**config.mk**
```make
export PLATFORM = sky130hd
export DESIGN_NAME = req_server
export DESIGN_NICKNAME = d
export VERILOG_FILES = /design/src/rtl/req_pkg.sv /design/src/rtl/pend_counter.sv /design/src/rtl/req_server.sv
export SDC_FILE = /design/constraint.sdc
export NUM_CORES = 1
export LEC_CHECK = 0
export ABC_CLOCK_PERIOD_IN_PS = 1900
export BUFFER_PORTS_ARGS = -buffer_cell sky130_fd_sc_hd__buf_2
export CORE_AREA = 3 3 40 42
export CTS_CLUSTER_SIZE = 14
export DETAILED_ROUTE_END_ITERATION = 10
export DIE_AREA = 0 0 43 45
export PLACE_DENSITY = 0.57
export SKIP_LAST_GASP = 1
export SLEW_MARGIN = 20
export SYNTH_ARGS = -nofsm -noshare
export SYNTH_HDL_FRONTEND = slang
export SYNTH_SLANG_ARGS = --single-unit
```
**constraint.sdc**
```tcl
create_clock -name clk -period 1.9 [get_ports clk]
set_input_delay 0.38 -clock clk [delete_from_list [all_inputs] [get_ports clk]]
set_output_delay 0.38 -clock clk [all_outputs]
set_load 0.01 [all_outputs]
```
**src/rtl/req_pkg.sv**
```systemverilog
// Types shared between the ready/busy requester model and req_server.
package req_pkg;

  typedef enum {ready, busy} status;

  typedef enum {idle, serve, done} srv_state;

endpackage

```
**src/rtl/pend_counter.sv**
```systemverilog
// Saturating pending-request counter: accepts, drops and flags overflow.
module pend_counter #(
  parameter int unsigned PEND_W = 2
) (
  input  logic              clk,
  input  logic              reset,
  input  logic              inc,
  input  logic              dec,
  output logic [PEND_W-1:0] count,
  output logic              full,
  output logic              overflow
);

  logic [PEND_W-1:0] count_q, count_d;
  logic              overflow_q, overflow_d;
  logic              dec_ok;
  logic              acc;

  always_comb begin
    full   = (count_q == '1);
    dec_ok = dec && (count_q != '0);
    // A dequeue on the same edge frees a slot, so a full counter still accepts.
    acc    = inc && (!full || dec_ok);

    count_d = count_q;
    if (acc && !dec_ok) begin
      count_d = count_q + 1'b1;
    end else if (!acc && dec_ok) begin
      count_d = count_q - 1'b1;
    end

    overflow_d = overflow_q || (inc && full && !dec_ok);
  end

  always_ff @(posedge clk) begin
    if (reset) begin
      count_q    <= '0;
      overflow_q <= 1'b0;
    end else begin
      count_q    <= count_d;
      overflow_q <= overflow_d;
    end
  end

  assign count    = count_q;
  assign overflow = overflow_q;

endmodule

```
**src/rtl/req_server.sv**
```systemverilog
// Queues incoming requests and services them one at a time for SERVICE_CYCLES cycles,
// pulsing grant once per completed request.
module req_server #(
  parameter int unsigned PEND_W         = 2,
  parameter int unsigned SERVICE_CYCLES = 3
) (
  input  logic              clk,
  input  logic              reset,
  input  logic              request,
  input  logic              stall,
  output logic              grant,
  output logic              busy,
  output logic [PEND_W-1:0] pending,
  output logic              overflow
);

  import req_pkg::*;

  localparam int unsigned CntW = (SERVICE_CYCLES > 1) ? $clog2(SERVICE_CYCLES) : 1;
  localparam logic [CntW-1:0] CntLoad = CntW'(SERVICE_CYCLES - 1);

  srv_state        state_q, state_d;
  logic [CntW-1:0] cnt_q, cnt_d;
  logic            deq;
  logic            full;

  assign deq = ((state_q == idle) || (state_q == done)) && (pending != '0);

  pend_counter #(
    .PEND_W (PEND_W)
  ) u_pend_counter (
    .clk      (clk),
    .reset    (reset),
    .inc      (request),
    .dec      (deq),
    .count    (pending),
    .full     (full),
    .overflow (overflow)
  );

  always_ff @(posedge clk) begin
    if (reset) begin
      state_q <= idle;
      cnt_q   <= '0;
    end else begin
      state_q <= state_d;
      cnt_q   <= cnt_d;
    end
  end

  always_comb begin
    state_d = state_q;
    cnt_d   = cnt_q;
    unique case (state_q)
      idle: begin
        if (deq) begin
          state_d = serve;
          cnt_d   = CntLoad;
        end
      end
      serve: begin
        if (!stall) begin
          if (cnt_q == '0) begin
            state_d = done;
          end else begin
            cnt_d = cnt_q - 1'b1;
          end
        end
      end
      done: begin
        // Chain straight into the next service so busy never drops between grants.
        if (deq) begin
          state_d = serve;
          cnt_d   = CntLoad;
        end else begin
          state_d = idle;
        end
      end
      default: state_d = idle;
    endcase
  end

  always_comb begin
    grant = (state_q == done);
    busy  = (state_q == serve) || (state_q == done);
  end

endmodule

```
## Word-level counts from Yosys, hierarchy flattened

Index checks and enable logic that the tools add are counted.

- Register bits: 37
- Input bits: 4
- Output and inout bits: 5
- Logic and storage cells: 51

- Add/sub/neg operators: 3
- Eq/ne operators: 10
- Multiplexer cells: 11
- Reduce and logical (&&, ||, !) cells: 23

Operator list:

| kind | count |
|---|---|
| two-way mux 32 bit | 3 |
| case mux 32 bit (3 select lines) | 1 |
| equality test 32 x 2 -> 1 bit (second input constant) | 2 |
| zero test 32 bit | 2 |
| equality test 32 x 1 -> 1 bit (second input constant) | 1 |
| equality test 32 x 3 -> 1 bit (second input constant) | 1 |
| two-way mux 2 bit | 5 |
| logical AND 1 bit | 7 |
| != test 2 bit (second input constant) | 3 |
| nonzero test 2 bit | 3 |
| logical OR 1 bit | 4 |
| != test 2 x 1 -> 1 bit (second input constant) | 2 |
| case mux 2 bit (2 select lines) | 1 |
| AND reduction 4 bit | 1 |
| subtractor 2 x 1 -> 2 bit (second input constant) | 2 |
| zero test 1 bit | 3 |
| AND reduction 3 bit | 1 |
| adder 2 x 1 -> 2 bit (second input constant) | 1 |
| equality test 2 bit (second input constant) | 1 |
| zero test 2 bit | 1 |
| OR reduction 2 bit | 1 |
| two-way mux 1 bit | 1 |

## Depth between registers and ports, before layout

- Depth in word-level cells: 10
- Depth in mapped cells: 8
- Depth with buffers taken out: 8

## Hierarchy

From an unflattened synthesis, not the netlist that was laid out.

- Cell total of the unflattened synthesis: 53
- Area total of the unflattened synthesis: 475.5 µm²

Modules (own cells, without submodules):

| module | instances | cells an instance | area an instance (µm²) | sequential area each (µm²) |
|---|---|---|---|---|
| req_server | 1 | 37 | 331.6 | 80.1 |
| pend_counter | 1 | 16 | 143.9 | 60.1 |

## Worst setup path before layout

Ideal clock, no wire load.

- Kind: flip-flop to flip-flop
- Start point: register state_q[0]
- End point: register u_pend_counter.count_q[1] (netlist: u_pend_counter.count[1])
- Library setup time: 0.070 ns
- Arrival: 1.764 ns
- Required time: 1.830 ns
- Path slack: 0.067 ns
- Cell stages (with the launch flop): 8
- Buffers on the path: 0
- Period minus slack after synthesis: 1.833 ns
- Cell sequence: dfxtp_1 -> inv_1 -> ha_1 -> nor2_4 -> a31oi_1 -> ha_1 -> or3_1 -> a21oi_1

- Longest elaborated chain between the ends: 9
- Elaborated cells between the ends (all ways): 13
- Those cells by class: eq/ne (1); mux (1); reduce/logical (11)

Ends and longest elaborated chain:

| what | line | text |
|---|---|---|
| start: declaration | req_server.sv:22 | `srv_state state_q, state_d;` |
| start signal: assignment | req_server.sv:43 | `state_q <= idle;` |
| start signal: assignment | req_server.sv:46 | `state_q <= state_d;` |
| equality test 32 x 3 -> 1 bit * | n/a |  |
| net grant | req_server.sv:11 | `output logic grant,` |
| logical OR 1 bit * | req_server.sv:27 | `assign deq = ((state_q == idle) \|\| (state_q == done)) && (pending != '0);` |
| logical AND 1 bit * | req_server.sv:27 |  |
| logical AND 1 bit * | pend_counter.sv:21 | `dec_ok = dec && (count_q != '0);` |
| logical OR 1 bit | pend_counter.sv:23 | `acc = inc && (!full \|\| dec_ok);` |
| logical AND 1 bit | pend_counter.sv:23 |  |
| zero test 1 bit | pend_counter.sv:28 | `end else if (!acc && dec_ok) begin` |
| logical AND 1 bit | pend_counter.sv:28 |  |
| nonzero test 2 bit (no source line) | n/a |  |
| end signal: assignment | pend_counter.sv:40 | `count_q <= count_d;` |
| end: declaration | pend_counter.sv:14 | `logic [PEND_W-1:0] count_q, count_d;` |

Mark *: on every way through the listed nets, which the timed path passes. The rest lies on a longest branch.
A chain may end at the register's enable or synchronous reset.

## Worst setup path after layout

- Start point: register state_q[0]
- End point: register u_pend_counter.count_q[1] (netlist: u_pend_counter.count[1])

- Longest elaborated chain between the ends: 9
- Elaborated cells between the ends (all ways): 13
- Those cells by class: eq/ne (1); mux (1); reduce/logical (11)

Ends and longest elaborated chain:

| what | line |
|---|---|
| equality test 32 x 3 -> 1 bit / zero test 32 bit (equally long branches) | req_server.sv:27 |
| logical OR 1 bit * | req_server.sv:27 |
| logical AND 1 bit * | req_server.sv:27 |
| logical AND 1 bit * | pend_counter.sv:21 |
| logical OR 1 bit | pend_counter.sv:23 |
| logical AND 1 bit | pend_counter.sv:23 |
| zero test 1 bit | pend_counter.sv:28 |
| logical AND 1 bit | pend_counter.sv:28 |
| nonzero test 2 bit (no source line) | n/a |

Mark *: on every way between the ends. The rest lies on a longest branch, timed or not.

==> qor.yml <==
netlist_area_um2: 448
die_width_um: 43
async_flop_share: 0
startpoint: "state_q[0]"
internal_power_uw: 564
max_stage_delay_ns: 0.38
worst_slack_ns: 0.128
tritoncts: "done"
power_frac_seq: 0.268
endpoint_kind: "flop"
power.leakage_uw: 0.000265
synthToLayoutAreaGrowth_pct: 24.6
cts_buffers: 3
nFillCells: 130
yosysWarnings: 0
final_antenna_net_count: 0
period_needed_ns: 1.77
place_ws_ns: 0.0116
grt_pass1_wl_um: 1280
placed_area_um2: 522
worst_pin_slew_ns: 0.278
comb_power_share: 0.593
worst_r2r_startpoint: "state_q[0]"
syn_avg_cell_area_um2: 9.33
h-tree-depth: 1
switching_share: 0.404
critPathMaxFanout: 3
drv_slew: 0
grt_pass1_vias: 312
initial_utilization: 0.349
drtIter0Drc: 8
core_um2: 1280
nets: 75
path_cells: "inv_1 > ha_1 > nor2_4 > a31oi_1 > ha_1 > or3_1 > a21oi_1"
cts_setup_buffers: 0
crit_top_cell: "ha_1"
cts_buffer_depth: 2
antenna_found_initial: 0
layout_commonest_cell: "buf_2"
via_per_inst: 4.83
finalCoreUtilization: 0.434
gp_congestion: 0.769
grt_max_degree: 9
hpwlAfterDp_um: 638
diodes: 0
synth_nets: 60
root_buffer: "clkbuf_4"
relSlewSlack: 0.815
wl_per_cell_um: 10.3
startpoint_type: "flop"
finalCritPeriodShare: 0.933
num_vias: 372
drt-pass1-iter-count: 4
die_y_um: 45
drc: 0
path_class: "flop to flop"
crit_path_top_delay_cell: "or3_1"
io_pins: 9
p_clk_frac: 0.138
drt_wl_total_um: 791
status: "finished, final reports clean"
final_area_um2: 558
cts_sinks: 7
netlist_instances: 48
power.density_nw_per_um2: 1700
rsz0062_at_grt: "no"
p_switching_uw: 382
drive_gt1_frac: 0.306
clk_pin_slew_worst_paths_ns: 0.05
cp_data_arrival_time_ns: 1.95
multi_input_comb_area_um2: 290
rows: 13
synth_cell_types: 25
ys_seq_elements: 7
fmax_ghz: 0.564
finalHoldViolCount: 0
ys.flop_type: "dfxtp_1"
finalSetupViolations: 0
portBuffers: 8
grt_usage: 0.0927
cts_hold_buf: 0
die_area_um2: 1940
hold_path_class: "input pin to flop"
min_from: "reset"
setup-tns-final_ns: 0
ys_seq_area_frac: 0.313
clk_latency_ns: 0.24
gr-total-overflow: 0
cap_violations: 0
fin_skew_ns: 0.000318
synth_edf_count: 0
cp.required_ns: 2.08
mostFrequentLayoutCells: "buf_2, ha_1, dfxtp_1, inv_1, nor2_1"
seqCellArea_um2: 141
vdd_ir_drop_max_mv: 0.672
## power by group through the flow
stage | combinational [µW] | sequential, µW | clock (µW)
floorplan | 408 | 256 | 0
global placement | 551 | 251 | 0
detailed placement | 550 | 254 | 0
CTS | 555 | 252 | 140
global route | 633 | 262 | 151
finish | 562 | 254 | 131
## registers in the layout, indices dropped and copies added, names as in the netlist
| register | flops |
|---|---|
| u_pend_counter.count | 2 |
| cnt_q | 2 |
| state_q | 2 |
| u_pend_counter.overflow | 1 |
## critical path: cells and delay by family (launching register included)
kind                       cells  cell delay (ns)
and+or+nand+nor                2             0.49
AOI/OAI and AO/OA              2             0.25
adders and majority gates      2             0.58
buffers and inverters          1             0.07
DFF                            1             0.32
## worst paths after layout
| check | endpoint | slack [ns] | depth (start not counted) |
|---|---|---|---|
| worst max register to register | u_pend_counter.count[1] | 0.13 | 7 |
| worst min register to register | cnt_q[0] | 0.47 | 2 |
| worst min-delay path | state_q[0] | 0.40 | 2 |
| worst max-delay path | u_pend_counter.count[1] | 0.13 | 7 |
## cell usage after synthesis, types with 2 or more instances
cell / instances / share of area
ha_1: 8 / 0.22
dfxtp_1: 7 / 0.31
nor2_1: 5 / 0.042
a21oi_1: 2 / 0.022
xor2_1: 2 / 0.039
inv_1: 5 / 0.042
## stage by stage
| stage | power [µW] | std cells | hold slack, ns |
|---|---|---|---|
| floorplan | 664 | 48 | 0.438 |
| global placement | 802 | 73 | 0.462 |
| detailed placement | 804 | 73 | 0.463 |
| CTS | 946 | 77 | 0.392 |
| global route | 1050 | 77 | 0.405 |
| finish | 947 | 77 | 0.401 |
## timing repair
item / CTS / global route
gates cloned: 0 / 0
endpoints found under the setup margin: 1 / 1
gates resized for setup: 1 / 2
## cell type report
class                      instances  share of cell area
inverter                           5              0.0336
sequential                         7               0.253
multi-input combinational         35               0.520
tap                               15              0.0336
clock buffer                       4              0.0471
timing repair buffer              11               0.112
## layer usage
metal  part of all wire  up-vias  wire length, µm  global-route usage
li1                   -      199                -                   -
met1               0.48      160              378               0.117
met2               0.44       11              345               0.126
met3              0.073        2               58              0.0598
met4              0.010        0                8              0.0361
met5                  0        -                0                   0
## kinds of logic (layout without fill, tap and decap cells)
logic type / count (synthesis) / count (layout) / synth area share
multiplexers: 1 / 1 / 0.0223
adder cells (fa/ha/maj): 8 / 8 / 0.223
buffers and inverters: 6 / 20 / 0.0587
flip-flops: 7 / 7 / 0.313
XOR/XNOR: 2 / 2 / 0.0391
AO/OA/AOI/OAI: 13 / 13 / 0.201
AND/OR/NAND/NOR: 11 / 11 / 0.142
No activity file was read; power rests on OpenSTA's default activity.
